File: src/rtl/jt12_slot_pkg.sv
// jt12_slot_pkg: shared constants for the FM operator slot sequencer.
//   Slot code is {op[1:0], ch[2:0]}. With six channels the channel code
//   skips 3 (codes 0,1,2,4,5,6); with three channels it runs 0,1,2.
package jt12_slot_pkg;

  localparam int OPW   = 2;
  localparam int CHW   = 3;
  localparam int SLOTW = OPW + CHW;

  localparam logic [SLOTW-1:0] LAST_SLOT6 = 5'b11110;  // {3,6}
  localparam logic [SLOTW-1:0] LAST_SLOT3 = 5'b11010;  // {3,2}

  localparam logic [CHW-1:0] SKIP_CH = 3'd3;

  localparam int FRAME6 = 24;
  localparam int FRAME3 = 12;

  function automatic logic [SLOTW-1:0] last_slot(input int num_ch);
    return (num_ch == 3) ? LAST_SLOT3 : LAST_SLOT6;
  endfunction

endpackage

File: src/rtl/jt12_slot_dec.sv
// jt12_slot_dec: combinational decode of a {op,ch} slot code.
//   slot  in  5  slot code {op,ch}
//   lin   out 5  linear index op*NUM_CH + channel index
//   op_oh out 4  one-hot operator
//   zero  out 1  slot == 0
//   last  out 1  slot is the final slot of the frame
module jt12_slot_dec
  import jt12_slot_pkg::*;
#(
  parameter int NUM_CH = 6
) (
  input  logic [4:0] slot,
  output logic [4:0] lin,
  output logic [3:0] op_oh,
  output logic       zero,
  output logic       last
);

  logic [OPW-1:0] op;
  logic [CHW-1:0] ch;
  logic [CHW-1:0] chidx;

  assign op = slot[4:3];
  assign ch = slot[2:0];

  always_comb begin
    chidx = ch;
    // Six-channel codes 4..6 sit one above their index because code 3 is skipped.
    if (NUM_CH == 6) chidx = ch - {2'b00, ch[2]};
    lin   = 5'(op) * 5'(NUM_CH) + {2'b00, chidx};
    op_oh = 4'b0001 << op;
    zero  = (slot == 5'd0);
    last  = (slot == last_slot(NUM_CH));
  end

endmodule

File: src/rtl/jt12_slot_seq.sv
// jt12_slot_seq: registered slot sequencer and decoder for the FM operator pipeline.
//   clk      in  1  system clock
//   rst_n    in  1  synchronous active-low reset
//   cen      in  1  clock enable, one slot advance per enabled cycle
//   sync_req in  1  realign sequence to slot 0 (held pending until next cen)
//   slot     out 5  current slot {op,ch}
//   lin      out 5  linear slot index
//   op_oh    out 4  one-hot operator
//   zero     out 1  slot == 0
//   last     out 1  final slot of the frame
//   slot_dly out 5  slot from DLY enabled cycles earlier
//   err      out 1  sticky illegal-slot flag
// Optional: define JT12_SLOT_CHECK_EN to build the illegal-slot check; without
// it err is tied 0 and illegal codes advance like any other.
module jt12_slot_seq
  import jt12_slot_pkg::*;
#(
  parameter int NUM_CH = 6,
  parameter int DLY    = 2
) (
  input  logic       clk,
  input  logic       rst_n,
  input  logic       cen,
  input  logic       sync_req,
  output logic [4:0] slot,
  output logic [4:0] lin,
  output logic [3:0] op_oh,
  output logic       zero,
  output logic       last,
  output logic [4:0] slot_dly,
  output logic       err
);

  logic [OPW-1:0] op;
  logic [CHW-1:0] ch;
  logic [4:0]     slot_adv;
  logic [4:0]     slot_nxt;
  logic           sync_pend;
  logic           illegal;
  logic           load_zero;
  logic [4:0]     lin_nxt;
  logic [3:0]     op_oh_nxt;
  logic           zero_nxt;
  logic           last_nxt;
  logic [4:0]     dly_p [DLY];

  assign op = slot[4:3];
  assign ch = slot[2:0];

`ifdef JT12_SLOT_CHECK_EN
  always_comb begin
    illegal = 1'b0;
    if (NUM_CH == 6) illegal = (ch == SKIP_CH) || (ch == 3'd7);
    else             illegal = (ch > 3'd2);
  end
`else
  assign illegal = 1'b0;
`endif

  always_comb begin
    slot_adv = {op, ch + 3'd1};
    if (NUM_CH == 6) begin
      if (ch == 3'd6)                 slot_adv = {op + 2'd1, 3'd0};
      else if (ch + 3'd1 == SKIP_CH)  slot_adv = {op, SKIP_CH + 3'd1};
    end else begin
      if (ch == 3'd2)                 slot_adv = {op + 2'd1, 3'd0};
    end
    load_zero = sync_req | sync_pend | illegal;
    slot_nxt  = slot;
    if (cen) slot_nxt = load_zero ? 5'd0 : slot_adv;
  end

  // Decode the next value so the decoded outputs register together with slot.
  jt12_slot_dec #(.NUM_CH(NUM_CH)) u_dec (
    .slot  (slot_nxt),
    .lin   (lin_nxt),
    .op_oh (op_oh_nxt),
    .zero  (zero_nxt),
    .last  (last_nxt)
  );

  // ---- slot register, decode register, sync pending, delay line ----
  always_ff @(posedge clk) begin
    if (!rst_n) begin
      slot      <= 5'd0;
      lin       <= 5'd0;
      op_oh     <= 4'b0001;
      zero      <= 1'b1;
      last      <= 1'b0;
      sync_pend <= 1'b0;
      for (int i = 0; i < DLY; i++) dly_p[i] <= 5'd0;
    end else begin
      slot  <= slot_nxt;
      lin   <= lin_nxt;
      op_oh <= op_oh_nxt;
      zero  <= zero_nxt;
      last  <= last_nxt;
      if (cen) begin
        sync_pend <= 1'b0;
        dly_p[0]  <= slot;
        for (int i = 1; i < DLY; i++) dly_p[i] <= dly_p[i-1];
      end else if (sync_req) begin
        sync_pend <= 1'b1;
      end
    end
  end

  assign slot_dly = dly_p[DLY-1];

`ifdef JT12_SLOT_CHECK_EN
  always_ff @(posedge clk) begin
    if (!rst_n)              err <= 1'b0;
    else if (cen && illegal) err <= 1'b1;
  end
`else
  assign err = 1'b0;
`endif

endmodule

File: config.mk
export PLATFORM = sky130hd
export DESIGN_NAME = jt12_slot_seq
export DESIGN_NICKNAME = d
export VERILOG_FILES = /design/src/rtl/jt12_slot_pkg.sv /design/src/rtl/jt12_slot_dec.sv /design/src/rtl/jt12_slot_seq.sv
export SDC_FILE = /design/constraint.sdc
export NUM_CORES = 1
export LEC_CHECK = 0
export ABC_CLOCK_PERIOD_IN_PS = 3350
export BUFFER_PORTS_ARGS = -buffer_cell sky130_fd_sc_hd__buf_4
export CAP_MARGIN = 20
export CORE_ASPECT_RATIO = 1.75
export CORE_MARGIN = 4
export CORE_UTILIZATION = 48
export DETAILED_ROUTE_END_ITERATION = 12
export PLACE_DENSITY = 0.8
export SYNTH_ARGS = -nofsm -noshare
export SYNTH_HDL_FRONTEND = slang
export SYNTH_SLANG_ARGS = --single-unit
File: constraint.sdc
create_clock -name clk -period 3.35 [get_ports clk]
set_input_delay 0.67 -clock clk [delete_from_list [all_inputs] [get_ports clk]]
set_output_delay 0.67 -clock clk [all_outputs]
set_load 0.02 [all_outputs]
==> key figures, run 1 <==
Yosys
  – Yosys top cell area share: 26.6%
  – Yosys top cell by area: dfxtp_1
  – Area contributors post-synth: dfxtp_1 27%, edfxtp_1 24%, ha_1 6.9%
  – Post-Syn Nets: 137
  – Cells after Synth: 125
  – Mapped Area: 0.00128 mm²
  – EDFF count, synth: 10
  – #FFs+latches synth: 27
  – Yosys warning total: 0
  – Top_reg_cell synth: dfxtp_1
  – Post-synthesis sequential area ratio: 50.1%
  – Syn_area_per_cell: 10.2 µm²
  – Synth cell types: 40
  – Async SR Flop Fraction: 0%

Clocking
  – Post-CTS Resized: 0
  – Setup bufs post-CTS: 0
  – Clock Path Buffers: 2
  – Clock buffer count from CTS: 3
  – H-tree levels: 1
  – Clock latency on the worst-skew pair: 0.26 ns
  – Root cell of the clock tree: clkbuf_8
  – CTS tree: built
  – Clock sinks: 27
  – CTS clk-pin slew, worst paths: 0.08 ns
  – Hold Buf Count CTS: 0

Timing
  – Final setup fails: 0
  – F_max: 324 MHz
  – Final setup margin: 0.262 ns
  – Clock Skew: 0.00175 ns
  – Max-slew violation count: 0
  – Relative slew slack: 64.7%
  – Setup TNS: 0 ns
  – Final hold violation count: 0
  – RSZ-0062 raised after global routing: no
  – Worst Max-Slew Pin Slew: 0.517 ns
  – Tcrit/Tclk final: 92.2%
  – Final min period: 3.09 ns

Cells and area
  – FF+latch area: 641 µm²
  – # diodes: 0
  – Area Overhead vs Synth: 15.6%
  – Most frequent cells in the layout: 27 x buf_4, 17 x dfxtp_1, 10 x and3_1, 10 x nor2_1, 10 x edfxtp_1
  – Layout cell share with drive strength beyond 1: 22.2%
  – Final nets: 157
  – Leading cell type in the layout, fill and taps excluded: buf_4
  – Area occupied by multi-input gates: 526 µm²
  – Final-layout fill cell count: 223

Setup path
  – Slowest stage delay, CP: 0.55 ns
  – Crit path DAT: 3.29 ns
  – Critical-path maximum fanout: 5
  – CP cell instances: buf_4, nor4b_1, mux2i_1, ha_1, ha_1, inv_1, a2111oi_0, or4_1, ha_1, a21oi_1, or3_1, a21oi_1
  – Critical Path RT: 3.55 ns
  – Crit path launch type: input port
  – Most frequent CP cell: ha_1
  – CP Buf/Inv Count: 2
  – Worst Setup End Kind: register
  – R2r worst-path depth: 12
  – Worst path depth: 12
  – Delay-heaviest family, CP: simple AND/OR/NAND/NOR gates
  – CP Class: in2reg
  – Slowest CP cell: or4_1

Route
  – DR WL/cell: 15.3 µm
  – DRC Markers: 0
  – Drt pass-1 iters: 4
  – DR iter-0 viols: 42
  – Vias per cell: 5.56
  – Drt total wl: 2.60 mm
  – Post-DRT Antenna Nets: 0
  – Via Count: 946

Floorplanning
  – Die ar.: 0.00358 mm²
  – Die width: 47.0 µm
  – Number of I/O pins: 26
  – Initial core utilization: 50.6%
  – Core Area: 0.00252 mm²
  – Row count: 24
  – Die H: 76.2 µm

GRT
  – First-pass GRT wire length: 4.15 mm
  – Vias in the first global route: 915
  – Gr ovfl total: 0
  – Pin count of the biggest net entering global routing: 16
  – Initial antenna violation count: 0
  – Total GRT Usage: 15.2%

Pwr
  – Max rail drop VDD: 0.000277 V
  – PwrDens: 394 mW/mm²
  – Leakage power: 0.000683 µW

Place
  – I/O Buffers: 24
  – Detail Placement HPWL: 1.94 mm
  – Pre-CTS setup slack: 0.00163 ns
  – Routability cong.: 0.947

Status
  – Status: complete, no violations

Hold path
  – Hold path depth: 1
  – Worst hold path class: reg2reg

Run
  – Maxcap violations: 0
[registers in the layout, indices dropped and copies added, names as in the netlist]
name	cells
slot	5
zero	1
op_oh	4
last	1
dly_p	10
sync_pend	1
lin	5
[path summary, 6_finish.rpt]
kind	start	to	slack [ns]
worst max-delay path	sync_req	lin[4]$_SDFF_PN0_	0.26
worst min-delay path	dly_p[0][1]$_SDFFCE_PN0P_	dly_p[0][6]$_SDFFCE_PN0P_	0.57
worst max register to register	slot[2]$_SDFF_PN0_	lin[4]$_SDFF_PN0_	0.30
worst min register to register	dly_p[0][1]$_SDFFCE_PN0P_	dly_p[0][6]$_SDFFCE_PN0P_	0.57
[worst reg2reg max path: cells and delay by family, from the launching register on]
kind,cells,cell delay [ns]
adders and majority gates,3,0.70
buffers and inverters,1,0.06
AOI/OAI and AO/OA,4,0.52
and+or+nand+nor,4,1.21
DFF,1,0.52
[metal layers]
| layer | part of all wire (%) | vias to the layer above | GRT usage (%) |
|---|---|---|---|
| li1 | - | 469 | - |
| met3 | 4.0 | 4 | 1.89 |
| met2 | 56 | 24 | 27.0 |
| met4 | 1.2 | 0 | 4.99 |
| met1 | 38 | 449 | 17.3 |
| met5 | 0 | - | 0 |
[logic make-up (layout without fill, tap and decap cells)]
logic type,count (synthesis),in the layout,synth area share [%]
xor gates and xnor gates,2,2,1.37
adders and majority gates,8,8,8.42
other,1,1,0.294
buffers and inverters,20,39,8.72
DFF,27,27,50.1
and+or+nand+nor,47,47,20.8
AOI/OAI and AO/OA,19,19,9.50
muxes,1,1,0.784
[stage by stage]
step / hold WS, ns / util [%] / cells / cell area [µm²] / total power, µW
after floorplan: 0.530 / - / 125 / 1280 / 397
after global placement: 0.539 / 56.7 / 166 / 1430 / 411
after detailed placement: 0.556 / 56.7 / 166 / 1430 / 412
after CTS: 0.579 / 58.5 / 170 / 1480 / 585
after global routing: 0.591 / 58.5 / 170 / 1480 / 607
final: 0.570 / 58.5 / 170 / 1480 / 581
[where the power goes]
group / leakage [µW] / internal [µW] / switching [µW]
Combinational: 0.000412 / 19.4 / 31.3
Sequential: 0.000249 / 349 / 5.10
Clock: 0.0000228 / 84.9 / 91.6
Total: 0.000683 / 453 / 128
[Yosys cell counts, types with 2 or more instances]
cell type and n:
a22oi_1 2, o21ai_0 4, nor4_1 2, a21oi_1 7, nand2b_1 3, clkbuf_1 2, inv_1 8, nor2_1 10
dfxtp_1 17, nand2_1 5, or3_1 2, buf_4 7, and3_1 10, edfxtp_1 10, nor3_1 4, ha_1 7
buf_2 2
[cell type report]
class | count | share of cell area (%)
clock buffers | 4 | 3.05
inverters | 8 | 2.03
multi-input cells | 78 | 35.6
flip-flops and latches | 27 | 43.4
well taps | 26 | 2.20
repair buffers | 27 | 13.7
Power figures use the tool's default switching activity.
==> inputs of run 2 (changes only) <==
- CORE_UTILIZATION: 48 -> 50
- CTS_BUF_LIST: not set -> sky130_fd_sc_hd__clkbuf_8
- PLACE_DENSITY: 0.8 -> 0.76
==> run 2 against run 1 <==
  * Total power is essentially flat
  * Clock skew is essentially flat
  * Critical path depth is the same
  * Highest routed layer unchanged
  * Worst setup slack gained 0.017 ns
==> key figures, run 2 (synthesized netlist as in run 1, its figures left out) <==
Floorplanning
  – Die H: 74.9 µm
  – Core Area: 0.00246 mm²
  – Initial core utilization: 51.9%
  – Number of I/O pins: 26
  – Die ar.: 0.00346 mm²
  – Die width: 46.2 µm
  – Row count: 24

Pwr
  – P_int: 451 µW
  – Sw Share: 22.4%
  – Max rail drop VDD: 0.000279 V
  – Clk network pwr share: 30.2%
  – Register share of total power: 61.0%
  – Comb pwr share: 8.8%
  – Switch Pwr: 130 µW
  – Leakage power: 0.000690 µW
  – PwrDens: 392 mW/mm²

Timing
  – F_max: 326 MHz
  – RSZ-0062 raised after global routing: no
  – Clock Skew: 0.00169 ns
  – Max-slew violation count: 0
  – Final hold violation count: 0
  – Tcrit/Tclk final: 91.7%
  – Relative slew slack: 63.8%
  – Final setup margin: 0.279 ns
  – Worst Max-Slew Pin Slew: 0.529 ns
  – Final min period: 3.07 ns
  – Final setup fails: 0
  – Hold Slack: 0.570 ns

Route
  – DR WL/cell: 15.1 µm
  – DR iter-0 viols: 41
  – Drt total wl: 2.57 mm
  – DRC Markers: 0
  – Post-DRT Antenna Nets: 0
  – Drt pass-1 iters: 4
  – Via Count: 990
  – Vias per cell: 5.82

Cells and area
  – Final-layout fill cell count: 219
  – Most frequent cells in the layout: 27 x buf_4, 17 x dfxtp_1, 10 x and3_1, 10 x nor2_1, 10 x edfxtp_1
  – Largest register FFs: 10
  – Biggest register: dly_p
  – Area occupied by multi-input gates: 532 µm²
  – Final nets: 157
  – Final Instance Area: 0.00148 mm²
  – # diodes: 0
  – Leading cell type in the layout, fill and taps excluded: buf_4
  – FF+latch area: 641 µm²
  – Finished Core Util: 60.2%
  – Largest regs: dly_p (10), lin (5), slot (5)
  – Layout cell share with drive strength beyond 1: 22.9%
  – Area Overhead vs Synth: 16.1%

Setup path
  – Critical Path RT: 3.56 ns
  – Crit path DAT: 3.28 ns
  – Delay-heaviest family, CP: simple AND/OR/NAND/NOR gates
  – Crit path launch type: register
  – Slowest stage delay, CP: 0.55 ns
  – Most frequent CP cell: ha_1
  – CP Buf/Inv Count: 1
  – Critical-path maximum fanout: 11
  – Worst Setup End Kind: register
  – CP cell instances: and3b_1, o21ai_0, nand2_1, ha_1, ha_1, inv_1, a2111oi_0, or4_1, ha_1, a21oi_1, or3_1, a21oi_1
  – CP Class: reg2reg
  – Slowest CP cell: or4_1

Clocking
  – Clock latency on the worst-skew pair: 0.27 ns
  – Post-CTS Resized: 0
  – Clock Path Buffers: 2
  – CTS clk-pin slew, worst paths: 0.08 ns
  – Root cell of the clock tree: clkbuf_8
  – Setup bufs post-CTS: 0
  – Hold Buf Count CTS: 0
  – CTS tree: built
  – H-tree levels: 1
  – Clock buffer count from CTS: 3
  – Clock sinks: 27

Run
  – Maxcap violations: 0

Hold path
  – Worst hold path class: reg2reg

GRT
  – Initial antenna violation count: 0
  – Total GRT Usage: 16.5%
  – Gr ovfl total: 0
  – First-pass GRT wire length: 4.14 mm
  – Vias in the first global route: 938
  – Pin count of the biggest net entering global routing: 18

Place
  – Detail Placement HPWL: 1.94 mm
  – Dpl cell area: 0.00143 mm²
  – Pre-CTS setup slack: -0.115 ns
  – Routability cong.: 0.938
  – I/O Buffers: 24

Status
  – Status: complete, no violations
-- run 2: changes by cell type in the layout (fill, tap and decap cells not counted) --
cell / before / now
nor4b_1: 1 / 0
inv_1: 8 / 9
clkbuf_1: 1 / 0
nor4b_2: 0 / 1
-- run 2: worst register-to-register path: stages, from the launching register on --
cell and delay [ns]:
dfxtp_1 0.53, and3b_1 0.25, o21ai_0 0.24, nand2_1 0.10, ha_1 0.19, ha_1 0.22, inv_1 0.06, a2111oi_0 0.07
or4_1 0.55, ha_1 0.29, a21oi_1 0.07, or3_1 0.30, a21oi_1 0.14
-- run 2: final timing paths --
path                            from           endpoint  slack (ns)  depth (start not counted)
setup / recovery  slot[2]$_SDFF_PN0_  lin[4]$_SDFF_PN0_        0.28                         12
hold / removal    slot[4]$_SDFF_PN0_    last$_SDFF_PN0_        0.57                          2
setup reg to reg  slot[2]$_SDFF_PN0_  lin[4]$_SDFF_PN0_        0.28                         12
hold reg to reg   slot[4]$_SDFF_PN0_    last$_SDFF_PN0_        0.57                          2
-- run 2: power groups by stage --
stage | Combinational [µW] | Sequential, µW | Clock, µW
2_1_floorplan | 34.2 | 363 | 0
3_3_place_gp | 49.7 | 361 | 0
3_5_place_dp | 51.2 | 362 | 0
4_1_cts | 51.1 | 354 | 181
5_1_grt | 55.4 | 356 | 195
6_report | 51.1 | 354 | 175
-- run 2: final cells by class --
class,instances,area share (%)
tap,26,2.19
sequential,27,43.2
inverter,8,2.03
clock buffer,3,2.78
multi-input combinational,78,35.9
timing repair buffer,27,13.7
clock inverter,1,0.253
-- run 2: layer usage --
| metal | track usage [%] | wire length [µm] | vias up |
|---|---|---|---|
| met5 | 0 | 0 | - |
| met4 | 9.81 | 79 | 0 |
| met3 | 2.39 | 103 | 10 |
| met2 | 29.1 | 1480 | 39 |
| met1 | 17.7 | 910 | 471 |
| li1 | - | - | 470 |
-- run 2: through the flow --
| stage | cells | power, µW | setup TNS (ns) |
|---|---|---|---|
| global placement | 166 | 411 | 0 |
| CTS | 170 | 587 | 0 |
| finish | 170 | 581 | 0 |
| detailed placement | 166 | 413 | -0.115 |
| global route | 170 | 607 | 0 |
| floorplan | 125 | 397 | 0 |
==> inputs of run 3 (changes only) <==
- CORE_MARGIN: 4 -> 5
==> run 3 against run 2 <==
  * Non-clock buffer count did not move
  * Total power rose by 0.45%
  * Worst setup slack got worse by 0.036 ns
  * Clock power barely moved
  * Sequential power barely moved
  * First-iteration DRC count fell by 41%
  * Cell count did not move
  * Sequential share of layout area rose by 0.15 points
  * Combinational power barely moved
  * Wire length rose by 1.5%
  * Flip-flop and latch count did not move
  * Highest routed layer unchanged
==> key figures, run 3 (synthesized netlist as in run 1, its figures left out) <==
Floorplanning
  – Die ar.: 0.00371 mm²
  – Initial core utilization: 51.9%
  – Core Area: 0.00246 mm²
  – Die width: 48.2 µm
  – Row count: 24
  – Die H: 76.9 µm
  – Number of I/O pins: 26

Pwr
  – Max rail drop VDD: 0.000312 V
  – PwrDens: 395 mW/mm²
  – Leakage power: 0.000686 µW
  – Total power: 583 µW

Timing
  – Clock Skew: 0.00224 ns
  – Worst Max-Slew Pin Slew: 0.469 ns
  – Setup TNS: 0 ns
  – Relative slew slack: 67.9%
  – F_max: 322 MHz
  – Final min period: 3.11 ns
  – Max-slew violation count: 0
  – RSZ-0062 raised after global routing: no
  – Final setup margin: 0.243 ns
  – Final hold violation count: 0
  – Tcrit/Tclk final: 92.8%
  – Final setup fails: 0

Cells and area
  – Final-layout fill cell count: 224
  – Final nets: 157
  – Largest register FFs: 10
  – Final Instance Area: 0.00148 mm²
  – Layout cell share with drive strength beyond 1: 22.9%
  – Most frequent cells in the layout: 27 x buf_4, 17 x dfxtp_1, 10 x and3_1, 10 x nor2_1, 10 x edfxtp_1
  – Biggest register: dly_p
  – # diodes: 0
  – Area Overhead vs Synth: 15.7%
  – Largest regs: dly_p (10), lin (5), slot (5)
  – Leading cell type in the layout, fill and taps excluded: buf_4

Clocking
  – Clock latency on the worst-skew pair: 0.26 ns
  – Clock sinks: 27
  – Clock Path Buffers: 2
  – Clock buffer count from CTS: 3
  – CTS clk-pin slew, worst paths: 0.09 ns
  – Post-CTS Resized: 0
  – H-tree levels: 1
  – Root cell of the clock tree: clkbuf_8
  – CTS tree: built
  – Setup bufs post-CTS: 0
  – Hold Buf Count CTS: 0

GRT
  – Gr ovfl total: 0
  – Pin count of the biggest net entering global routing: 19
  – Total GRT Usage: 16.0%
  – First-pass GRT wire length: 4.43 mm
  – Vias in the first global route: 1,037
  – Initial antenna violation count: 0

Route
  – Drt pass-1 iters: 4
  – Post-DRT Antenna Nets: 0
  – Via Count: 967
  – Vias per cell: 5.69
  – Drt total wl: 2.61 mm
  – DR WL/cell: 15.3 µm
  – DR iter-0 viols: 24
  – DRC Markers: 0

Run
  – Maxcap violations: 0

Place
  – Detail Placement HPWL: 1.96 mm
  – Dpl cell area: 0.00143 mm²
  – Routability cong.: 0.920
  – I/O Buffers: 24
  – Pre-CTS setup slack: -0.0100 ns

Status
  – Status: complete, no violations

Hold path
  – Worst hold path class: reg2reg

Setup path
  – Critical Path Source: slot[2]$_SDFF_PN0_
  – Crit path DAT: 3.31 ns
  – Critical Path RT: 3.55 ns
  – Worst Setup End Kind: register
  – Setup crit end: lin[4]$_SDFF_PN0_
  – Crit path launch type: register
  – Worst reg2reg endpoint: lin[4]$_SDFF_PN0_
  – R2r worst-path depth: 12
  – Reg-to-reg critical path startpoint: slot[2]$_SDFF_PN0_
  – Critical-path maximum fanout: 11
  – CP Class: reg2reg
  – FF-to-FF setup slack: 0.24 ns
## run 3: final cells by class
type | instances | area, µm² | share of cell area, %
tap | 26 | 32.5 | 2.20
inverter | 8 | 30.0 | 2.03
multi-input combinational | 78 | 526 | 35.6
sequential | 27 | 641 | 43.4
clock buffer | 3 | 41.3 | 2.79
timing repair buffer | 27 | 203 | 13.7
clock inverter | 1 | 5.00 | 0.339
## run 3: power by group
group	switching [µW]	total (µW)	internal, µW
clock	95.2	178	83.1
sequential	5.36	354	349
combinational	31.5	50.9	19.4
## run 3: per-layer routing
metal | global-route usage, % | vias to the layer above | wire [µm]
li1 | - | 469 | -
met5 | 0 | - | 0
met3 | 3.28 | 6 | 128
met4 | 8.63 | 0 | 55
met1 | 17.3 | 461 | 942
met2 | 26.6 | 31 | 1480
## run 3: how the worst min path moves through the flow
| stage | depth (start not counted) | start | endpoint |
|---|---|---|---|
| finish | 2 | slot[4]$_SDFF_PN0_ | last$_SDFF_PN0_ |
| global route | 1 | dly_p[0][3]$_SDFFCE_PN0P_ | dly_p[0][8]$_SDFFCE_PN0P_ |
| CTS | 2 | slot[4]$_SDFF_PN0_ | last$_SDFF_PN0_ |
| detailed placement | 1 | dly_p[0][3]$_SDFFCE_PN0P_ | dly_p[0][8]$_SDFFCE_PN0P_ |
| global placement | 1 | dly_p[0][3]$_SDFFCE_PN0P_ | dly_p[0][8]$_SDFFCE_PN0P_ |
| floorplan | 2 | sync_pend$_SDFFE_PP0P_ | sync_pend$_SDFFE_PP0P_ |
## run 3: per-stage QoR
stage / utilization [%] / instances / hold WS (ns)
finish: 60.0 / 170 / 0.569
global route: 60.0 / 170 / 0.576
CTS: 60.0 / 170 / 0.570
detailed placement: 58.1 / 166 / 0.549
global placement: 58.1 / 166 / 0.541
floorplan: - / 125 / 0.530
## run 3: worst max-delay path, stage by stage, from the launching register on
cell       delay, ns
dfxtp_1         0.55
and3b_1         0.26
o21ai_0         0.26
nand2_1         0.10
ha_1            0.19
ha_1            0.22
inv_1           0.06
a2111oi_0       0.06
or4_1           0.55
ha_1            0.29
a21oi_1         0.07
or3_1           0.30
a21oi_1         0.14
